**config.mk**
```make
export PLATFORM = sky130hd
export DESIGN_NAME = gcd_engine
export DESIGN_NICKNAME = d
export VERILOG_FILES = /design/src/rtl/gcd_engine.sv
export SDC_FILE = /design/constraint.sdc
export NUM_CORES = 1
export LEC_CHECK = 0
export BUFFER_PORTS_ARGS = -buffer_cell sky130_fd_sc_hd__buf_2
export CAP_MARGIN = 15
export CORE_MARGIN = 5
export CORE_UTILIZATION = 40
export CTS_CLUSTER_SIZE = 14
export DETAILED_ROUTE_END_ITERATION = 12
export GPL_ROUTABILITY_DRIVEN = 0
export HOLD_SLACK_MARGIN = 0.06
export PLACE_DENSITY = 0.63
export SETUP_SLACK_MARGIN = 0.1
export SYNTH_ARGS = -nofsm -noshare
export SYNTH_HDL_FRONTEND = slang
export SYNTH_SLANG_ARGS = --single-unit
export TNS_END_PERCENT = 20
```
**constraint.sdc**
```tcl
create_clock -name clk -period 5.31 [get_ports clk]
set_clock_uncertainty 0.2 [all_clocks]
set_input_delay 1.062 -clock clk [delete_from_list [all_inputs] [get_ports clk]]
set_output_delay 1.062 -clock clk [all_outputs]
set_load 0.01 [all_outputs]
```
**src/rtl/gcd_engine.sv**
```systemverilog
// Subtractive GCD engine: a single controller plus datapath with a start/busy/done handshake.
// Each clock in RUN performs one subtraction. The iteration count saturates instead of wrapping.
module gcd_engine #(
    parameter int WIDTH = 16,
    parameter int CNT_W = 16
) (
    input  logic             clk,
    input  logic             rst_n,
    input  logic             start,
    input  logic [WIDTH-1:0] a_in,
    input  logic [WIDTH-1:0] b_in,
    output logic             busy,
    output logic             done,
    output logic [WIDTH-1:0] gcd_out,
    output logic             zero_err,
    output logic [CNT_W-1:0] iter
);

    typedef enum logic [1:0] {
        IDLE = 2'd0,
        RUN  = 2'd1,
        DONE = 2'd2
    } state_t;

    state_t             state_q, state_d;
    logic [WIDTH-1:0]   a_q, a_d;
    logic [WIDTH-1:0]   b_q, b_d;
    logic [WIDTH-1:0]   gcd_q, gcd_d;
    logic [CNT_W-1:0]   iter_q, iter_d;
    logic               zero_err_q, zero_err_d;

    always_ff @(posedge clk or negedge rst_n) begin
        if (!rst_n) begin
            state_q    <= IDLE;
            a_q        <= '0;
            b_q        <= '0;
            gcd_q      <= '0;
            iter_q     <= '0;
            zero_err_q <= 1'b0;
        end else begin
            state_q    <= state_d;
            a_q        <= a_d;
            b_q        <= b_d;
            gcd_q      <= gcd_d;
            iter_q     <= iter_d;
            zero_err_q <= zero_err_d;
        end
    end

    always_comb begin
        state_d    = state_q;
        a_d        = a_q;
        b_d        = b_q;
        gcd_d      = gcd_q;
        iter_d     = iter_q;
        zero_err_d = zero_err_q;
        case (state_q)
            IDLE, DONE: begin
                if (start) begin
                    a_d        = a_in;
                    b_d        = b_in;
                    iter_d     = '0;
                    zero_err_d = 1'b0;
                    state_d    = RUN;
                end
            end
            RUN: begin
                if (a_q == '0 && b_q == '0) begin
                    gcd_d      = '0;
                    zero_err_d = 1'b1;
                    state_d    = DONE;
                end else if (a_q == '0) begin
                    gcd_d   = b_q;
                    state_d = DONE;
                end else if (b_q == '0 || a_q == b_q) begin
                    gcd_d   = a_q;
                    state_d = DONE;
                end else begin
                    // The larger operand is always the minuend, so no borrow is possible.
                    if (a_q > b_q) a_d = a_q - b_q;
                    else           b_d = b_q - a_q;
                    if (iter_q != {CNT_W{1'b1}}) iter_d = iter_q + 1'b1;
                end
            end
            default: state_d = IDLE;
        endcase
    end

    assign busy     = (state_q == RUN);
    assign done     = (state_q == DONE);
    assign gcd_out  = gcd_q;
    assign zero_err = zero_err_q;
    assign iter     = iter_q;

endmodule

```
# Word-level counts from Yosys, hierarchy flattened
# Cells that the tools add are included.
[totals] ff_bits=67 latch_bits=0 ramBits=0 mem_bits_ro=0 inputBits=35 word_cells=66 n_memories=0
[op_classes] add_sub_neg=3 multipliers=0 div_mod_pow=0 magnitude_cmp=1 n_eq_ne=13 shift=0 n_mux=29 bitwise_logic=0 n_reduce_logical=14
[op_table] operator="$mux 16" n=18
[op_table] operator="$pmux 16 s2" n=3
[op_table] operator="$logic_not 16->1" n=2
[op_table] operator="$sub 16x16->16" n=2
[op_table] operator="$reduce_and 6->1" n=3
[op_table] operator="$add 16x1->16 const B" n=1
[op_table] operator="$eq 16x16->1" n=1
[op_table] operator="$gt 16x16->1" n=1
[op_table] operator="$ne 16x16->1 const B" n=1
[op_table] operator="$ne 2x2->1 const B" n=5
[op_table] operator="$mux 2" n=4
[op_table] operator="$ne 2x1->1 const B" n=3
[op_table] operator="$ne 4x1->1 const B" n=1
[op_table] operator="$pmux 2 s2" n=1
[op_table] operator="$reduce_and 2->1" n=2
[op_table] operator="$reduce_and 3->1" n=1
[op_table] operator="$reduce_bool 3->1" n=1
[op_table] operator="$eq 2x1->1 const B" n=1
[op_table] operator="$eq 2x2->1 const B" n=1
[op_table] operator="$logic_not 2->1" n=1
[op_table] operator="$mux 1" n=2
[op_table] operator="$pmux 1 s2" n=1
[op_table] operator="$reduce_bool 2->1" n=1
[op_table] operator="$reduce_or 2->1" n=1
[op_table] operator="other kinds (2)" n=2

# Longest topological paths before layout
# Gate-level depths: netlist (run 1).
[depth] ltp_word=6 depth_mapped=11

# Least setup slack after synthesis (run 1)
# OpenSTA, ideal clock, no wires.
[synth_path] kind="reg2out" start="reg state_q[1]" end="out busy" arrival_ns=1.439 required_ns=4.048 setup_slack_ns=2.609 stages_incl_launch_ff=6 path_cell_list="dfrtp_1 -> nand2b_1 -> buf_2 -> inv_2 -> buf_1 -> clkbuf_1"
[synth_between] elab_chain_len=1
[synth_rtl] element="start, declared" line_no="25" text="state_t state_q, state_d;"
[synth_rtl] element="start signal, assigned" line_no="41" text="state_q <= state_d;"
[synth_rtl] element="$eq 2x1->1" line_no="89" text="assign busy = (state_q == RUN);"
[synth_rtl] element="end, declared" line_no="12" text="output logic busy,"
# Every way passes these cells.

# Worst setup path after layout (run 1)
[layout_path] start="reg a_q[2]" end="reg b_q[11]"
[layout_between] elab_chain_len=6 elab_cells_between_ends=16
[layout_rtl] element="start, declared" line_no="26" text="logic [WIDTH-1:0] a_q, a_d;"
[layout_rtl] element="start signal, assigned" line_no="35" text="a_q <= '0;"
[layout_rtl] element="start signal, assigned" line_no="42" text="a_q <= a_d;"
[layout_rtl] element="$sub 16x16->16" line_no="81" text="else b_d = b_q - a_q;"
[layout_rtl] element="$mux 16" line_no="80" text="if (a_q > b_q) a_d = a_q - b_q;"
[layout_rtl] element="$mux 16" line_no="75" text="end else if (b_q == '0 || a_q == b_q) begin"
[layout_rtl] element="$mux 16" line_no="72" text="end else if (a_q == '0) begin"
[layout_rtl] element="$mux 16" line_no="68" text="if (a_q == '0 && b_q == '0) begin"
[layout_rtl] element="$pmux 16 s2" line_no="57" text="case (state_q)"
[layout_rtl] element="end signal, assigned" line_no="36" text="b_q <= '0;"
[layout_rtl] element="end signal, assigned" line_no="43" text="b_q <= b_d;"
[layout_rtl] element="end, declared" line_no="27" text="logic [WIDTH-1:0] b_q, b_d;"
# Several ways; a longest one is shown, not always the timed one. The select of a mux whose other input is x is not followed.
# A chain may end at the register's enable or synchronous reset.

==> results of run 1 <==
layout make-up:
class	count	area, um^2	area share
Clock buffer	12	246	0.0435
Tap cell	147	184	0.0325
Sequential cell	67	1680	0.296
Timing Repair Buffer	77	425	0.0751
Inverter	44	165	0.0291
Clock inverter	4	73.8	0.0130
Multi-Input combinational cell	459	2900	0.511
sequential cells by signal, summed over array words and instances, names as in the netlist:
register	cells
a_q	16
state_q	2
gcd_out	16
b_q	16
zero_err	1
iter	16
tightest hold or removal path: stages, from the launching register on:
cell,delay [ps]
dfrtp_1,360
nand2_1,60
o31ai_1,60
layer usage:
layer / vias up / global-route usage / routed length, um
met5: - / 0 / 0
met4: 0 / 0.0588 / 271
met3: 22 / 0.0398 / 762
met2: 131 / 0.319 / 6580
met1: 2221 / 0.278 / 6790
li1: 2249 / - / -
power by group:
group / leakage, nW / total [mW] / switching [mW] / internal [mW]
registers: 0.842 / 0.938 / 0.237 / 0.701
clock network: 0.157 / 0.655 / 0.230 / 0.424
logic: 1.72 / 3.07 / 1.85 / 1.21
metrics by stage:
step | instance area (um^2) | total power [mW] | setup WS [ps] | utilization | std cells
detailed placement | 5310 | 3.95 | 1820 | 0.442 | 792
CTS | 5630 | 4.63 | 1900 | 0.469 | 808
floorplan | 4890 | 3.23 | 2610 | - | 605
finish | 5670 | 4.66 | 1830 | 0.472 | 810
global placement | 5310 | 3.90 | 1860 | 0.442 | 792
global route | 5670 | 5.06 | 1710 | 0.472 | 810
cells in the final DEF (no fill, tap or decap), types with 3 or more instances in the layout:
cell / count
dfrtp_1: 67
ha_1: 32
or3_1: 5
and4_1: 3
buf_4: 6
and3_1: 3
o31a_1: 4
a31oi_1: 11
nor4_1: 15
nand2b_1: 4
nand2_1: 54
inv_1: 43
nand3_1: 13
xor2_1: 7
buf_2: 69
mux2i_1: 10
nor3_1: 20
a21o_1: 5
nand4_1: 8
xnor2_1: 21
o211ai_1: 6
o21ai_0: 30
a211oi_1: 8
nor2_1: 66
clkbuf_16: 9
nor2b_1: 10
a21oi_1: 77
cell families after synthesis:
| group | after synthesis | synth area share |
|---|---|---|
| muxes | 12 | 0.0251 |
| xor gates and xnor gates | 28 | 0.0502 |
| adders and majority gates | 34 | 0.0901 |
| DFF | 67 | 0.343 |
| buffers and inverters | 79 | 0.0661 |
| AOI/OAI and AO/OA | 173 | 0.219 |
| and+or+nand+nor | 212 | 0.206 |
worst min path at each step:
stage	from	to	slack, ps	cells past startpoint
after floorplan	zero_err$_DFFE_PN0P_	zero_err$_DFFE_PN0P_	310	2
after global routing	gcd_out[8]$_DFFE_PN0P_	gcd_out[8]$_DFFE_PN0P_	340	2
after global placement	zero_err$_DFFE_PN0P_	zero_err$_DFFE_PN0P_	290	2
after CTS	zero_err$_DFFE_PN0P_	zero_err$_DFFE_PN0P_	310	2
final	zero_err$_DFFE_PN0P_	zero_err$_DFFE_PN0P_	310	2
after detailed placement	zero_err$_DFFE_PN0P_	zero_err$_DFFE_PN0P_	290	2
==> metrics.yaml, run 1 <==
routing:
  post_drt_wl_per_cell_um: 17.8
  first_pass_iters: 7
  vias: 4623
  first_iter_violations: 353
  drc: 0
  routed_wirelength_um: 14400
  post_drt_via_cell_ratio: 5.71
  drtAntennaViolNets: 0
global_route:
  grt_pass1_vias: 4402
  grt_start_max_net_pins: 53
  grt_antenna_before_repair: 0
  grt_first_pass_wirelength_um: 23000
  grtUsageTotal: 0.201
  grt_overflow_total: 0
setup_path:
  slowest_delay_ps: 700
  crit_buf_inv: 1
  critPathRequiredTime_ps: 5330
  crit_chain: "inv_1 > ha_1 > nor2b_1 > o31a_1 > o211ai_1 > a21oi_2 > a21boi_4 > mux2_1"
  worst_r2r_endpoint: "b_q[11]$_DFFE_PN0P_"
  worst_path_max_delay_cell: "a21boi_4"
  r2r_start: "a_q[2]$_DFFE_PN0P_"
  cpLargestDelayFamily: "compound AO/OA/AOI/OAI gates"
  crit_path_start: "a_q[2]$_DFFE_PN0P_"
  crit_cells: 8
  rrSetupSlack_ps: 1830
  critPathKind: "reg -> reg"
  cp-end-kind: "register"
  cp-endpoint: "b_q[11]$_DFFE_PN0P_"
  ff2ff_path_depth: 8
  crit_fanout: 28
  cp_data_arrival_time_ps: 3490
  cp-start-kind: "register"
logic_synthesis:
  synth.top_cell.area_share: 0.343
  ys_seq_area_frac: 0.343
  synth_ff_type: "dfrtp_1"
  synth_edf_count: 0
  synth.distinct_cells: 62
  syn_area_um2: 4890
  synthCells: 605
  synth.most_common_cell: "a21oi_1"
  synth_seq_cells: 67
  synth_area_leader_cell: "dfrtp_1"
  synthTopCellsByCount: "a21oi_1 (77), dfrtp_1 (67), nor2_1 (67), nand2_1 (54), inv_1 (43)"
  yosys_warnings: 0
  synth-async-reset-ratio: 1.00
  syn-num-nets: 674
  ys_top_cells_by_area: "dfrtp_1 (34%), ha_1 (8.2%), a21oi_1 (7.9%)"
  syn_avg_cell_area_um2: 8.08
final_layout:
  antenna_cells_inserted: 0
  fill_cells: 1177
  nNetsFinal: 727
  drive_gt1_frac: 0.155
  area_growth_pct: 16.0
cts:
  cts_hold_buf: 0
  numCtsBuffers: 9
  post_cts_buffers: 0
  cts.repair.resized: 0
  cts_root_buffer: "clkbuf_16"
  clk_latency_ps: 340
  cts.path.max_buffers: 2
  cts.sinks: 67
  h-tree-depth: 3
  cts_tree: "yes"
  clkTransAtPathRegs_ps: 60
die:
  ios: 70
  die_h_um: 121
  dieArea_um2: 14500
  core-area_um2: 12000
  rows: 40
  die_w_um: 121
  floorplan.initialDensity: 0.407
run_status:
  status: "finished clean"
min_path:
  hold_class: "reg -> reg"
sta:
  setup_viol: 0
  relSlewSlack: 0.447
  fin_crit_sh: 0.655
  max_freq_ghz: 0.288
  grt_setup_unrepaired: "false"
  fin_crit_ps: 3480
  timing.final.hold_violations: 0
  tightestPinTransition_ps: 828
  slew_violations: 0
  holdWs_ps: 307
  setup_tns_ps: 0
power:
  power.density_nw_per_um2: 822
  p_leak_nw: 2.72
  irDropWorstVdd_mv: 0.333
placed_design:
  port_buffers: 69
  dp_hpwl_um: 10600
job:
  cap_violations: 0
Note: power is estimated with default switching activity, not from simulation.
==> inputs of run 2 (changes only) <==
==> constraint.sdc (replaced) <==
create_clock -name clk -period 3.5 [get_ports clk]
set_clock_uncertainty 0.2 [all_clocks]
set_input_delay 0.7 -clock clk [delete_from_list [all_inputs] [get_ports clk]]
set_output_delay 0.7 -clock clk [all_outputs]
set_load 0.01 [all_outputs]
==> metrics.yaml, run 2 (synthesis gave the netlist of run 1 again) <==
run_status:
  status: "finished clean"
routing:
  vias: 4662
  first_pass_iters: 5
  drtAntennaViolNets: 0
  drc: 0
  post_drt_via_cell_ratio: 5.69
  post_drt_wl_per_cell_um: 17.7
  routed_wirelength_um: 14500
  first_iter_violations: 402
cts:
  post_cts_buffers: 0
  numCtsBuffers: 9
  cts_hold_buf: 0
  h-tree-depth: 3
  cts.sinks: 67
  cts_tree: "yes"
  clk_latency_ps: 340
  cts.path.max_buffers: 2
  cts_root_buffer: "clkbuf_16"
  clkTransAtPathRegs_ps: 60
  cts.repair.resized: 0
setup_path:
  cp-end-kind: "register"
  critPathRequiredTime_ps: 3530
  worst_r2r_endpoint: "b_q[11]$_DFFE_PN0P_"
  crit_fanout: 28
  cp_data_arrival_time_ps: 3190
  critPathKind: "reg -> reg"
  ff2ff_path_depth: 7
  r2r_start: "a_q[14]$_DFFE_PN0P_"
  cp-start-kind: "register"
  rrSetupSlack_ps: 330
placed_design:
  dp_hpwl_um: 10800
  dp_cells: 804
  port_buffers: 69
final_layout:
  mostFrequentLayoutCell: "a21oi_1"
  fill_cells: 1176
  drive_gt1_frac: 0.171
  area_growth_pct: 17.7
  final_cell_mix: "a21oi_1 (77), buf_2 (69), dfrtp_1 (67)"
  antenna_cells_inserted: 0
  nNetsFinal: 737
  fin_cells: 820
sta:
  fin_crit_ps: 3170
  timing.final.hold_violations: 0
  slew_violations: 0
  setup_tns_ps: 0
  tightestPinTransition_ps: 899
  fin_crit_sh: 0.905
  max_freq_ghz: 0.316
  grt_setup_unrepaired: "false"
  setup_viol: 0
  relSlewSlack: 0.401
power:
  irDropWorstVdd_mv: 0.601
  power.density_nw_per_um2: 1270
  p_leak_nw: 2.77
global_route:
  grt_antenna_before_repair: 0
  grt_overflow_total: 0
  grtUsageTotal: 0.208
  grt_first_pass_wirelength_um: 24000
  grt_pass1_vias: 4651
  grt_start_max_net_pins: 68
min_path:
  worstHoldPathCells: 2
  hold_class: "reg -> reg"
  hp-start: "zero_err$_DFFE_PN0P_"
  min_to: "zero_err$_DFFE_PN0P_"
die:
  ios: 70
  floorplan.initialDensity: 0.407
  core-area_um2: 12000
  dieArea_um2: 14500
  die_h_um: 121
  rows: 40
  die_w_um: 121
job:
  cap_violations: 0
-- run 2: final cells by class --
class / instances / area [um^2] / share of cell area
inverter: 44 / 165 / 0.0287
tap: 147 / 184 / 0.0320
sequential: 67 / 1680 / 0.291
timing repair buffer: 87 / 480 / 0.0835
multi-input combinational: 459 / 2900 / 0.503
clock buffer: 10 / 239 / 0.0415
clock inverter: 6 / 111 / 0.0194
-- run 2: critical path, cell delays in order (launching register included) --
cell	delay, ps
dfrtp_1	440
inv_1	80
ha_1	420
nand4_1	180
nor4_1	110
a21oi_1	450
a21boi_4	790
mux2_1	380
-- run 2: per-stage QoR --
step | util | worst slack [ps] | power [mW] | hold WS, ps | cell area [um^2]
finish | 0.479 | 334 | 7.32 | 312 | 5750
global route | 0.479 | 145 | 7.96 | 339 | 5750
CTS | 0.479 | 382 | 7.28 | 309 | 5750
detailed placement | 0.450 | 405 | 6.15 | 297 | 5400
global placement | 0.450 | 430 | 6.08 | 289 | 5400
floorplan | - | 862 | 4.90 | 204 | 4890
-- run 2: how the worst max path moves through the flow --
stage / from / endpoint / slack [ps] / cells after the start
after global placement: a_q[0]$_DFFE_PN0P_ / a_q[2]$_DFFE_PN0P_ / 430 / 12
after CTS: a_q[13]$_DFFE_PN0P_ / b_q[11]$_DFFE_PN0P_ / 380 / 7
final: a_q[14]$_DFFE_PN0P_ / b_q[11]$_DFFE_PN0P_ / 330 / 7
after global routing: a_q[14]$_DFFE_PN0P_ / b_q[11]$_DFFE_PN0P_ / 150 / 7
after detailed placement: a_q[13]$_DFFE_PN0P_ / b_q[11]$_DFFE_PN0P_ / 410 / 7
after floorplan: a_q[0]$_DFFE_PN0P_ / a_q[6]$_DFFE_PN0P_ / 860 / 11
-- run 2: power breakdown --
group / internal [mW] / total (mW) / switching (mW)
clock network: 0.716 / 1.08 / 0.362
logic: 1.96 / 4.83 / 2.87
registers: 1.06 / 1.41 / 0.343
-- run 2: per-layer routing --
metal,vias to the layer above,routed length [um],GRT usage
met1,2194,6580,0.280
met4,0,349,0.0715
li1,2260,-,-
met5,-,0,0
met3,26,957,0.0505
met2,182,6660,0.326
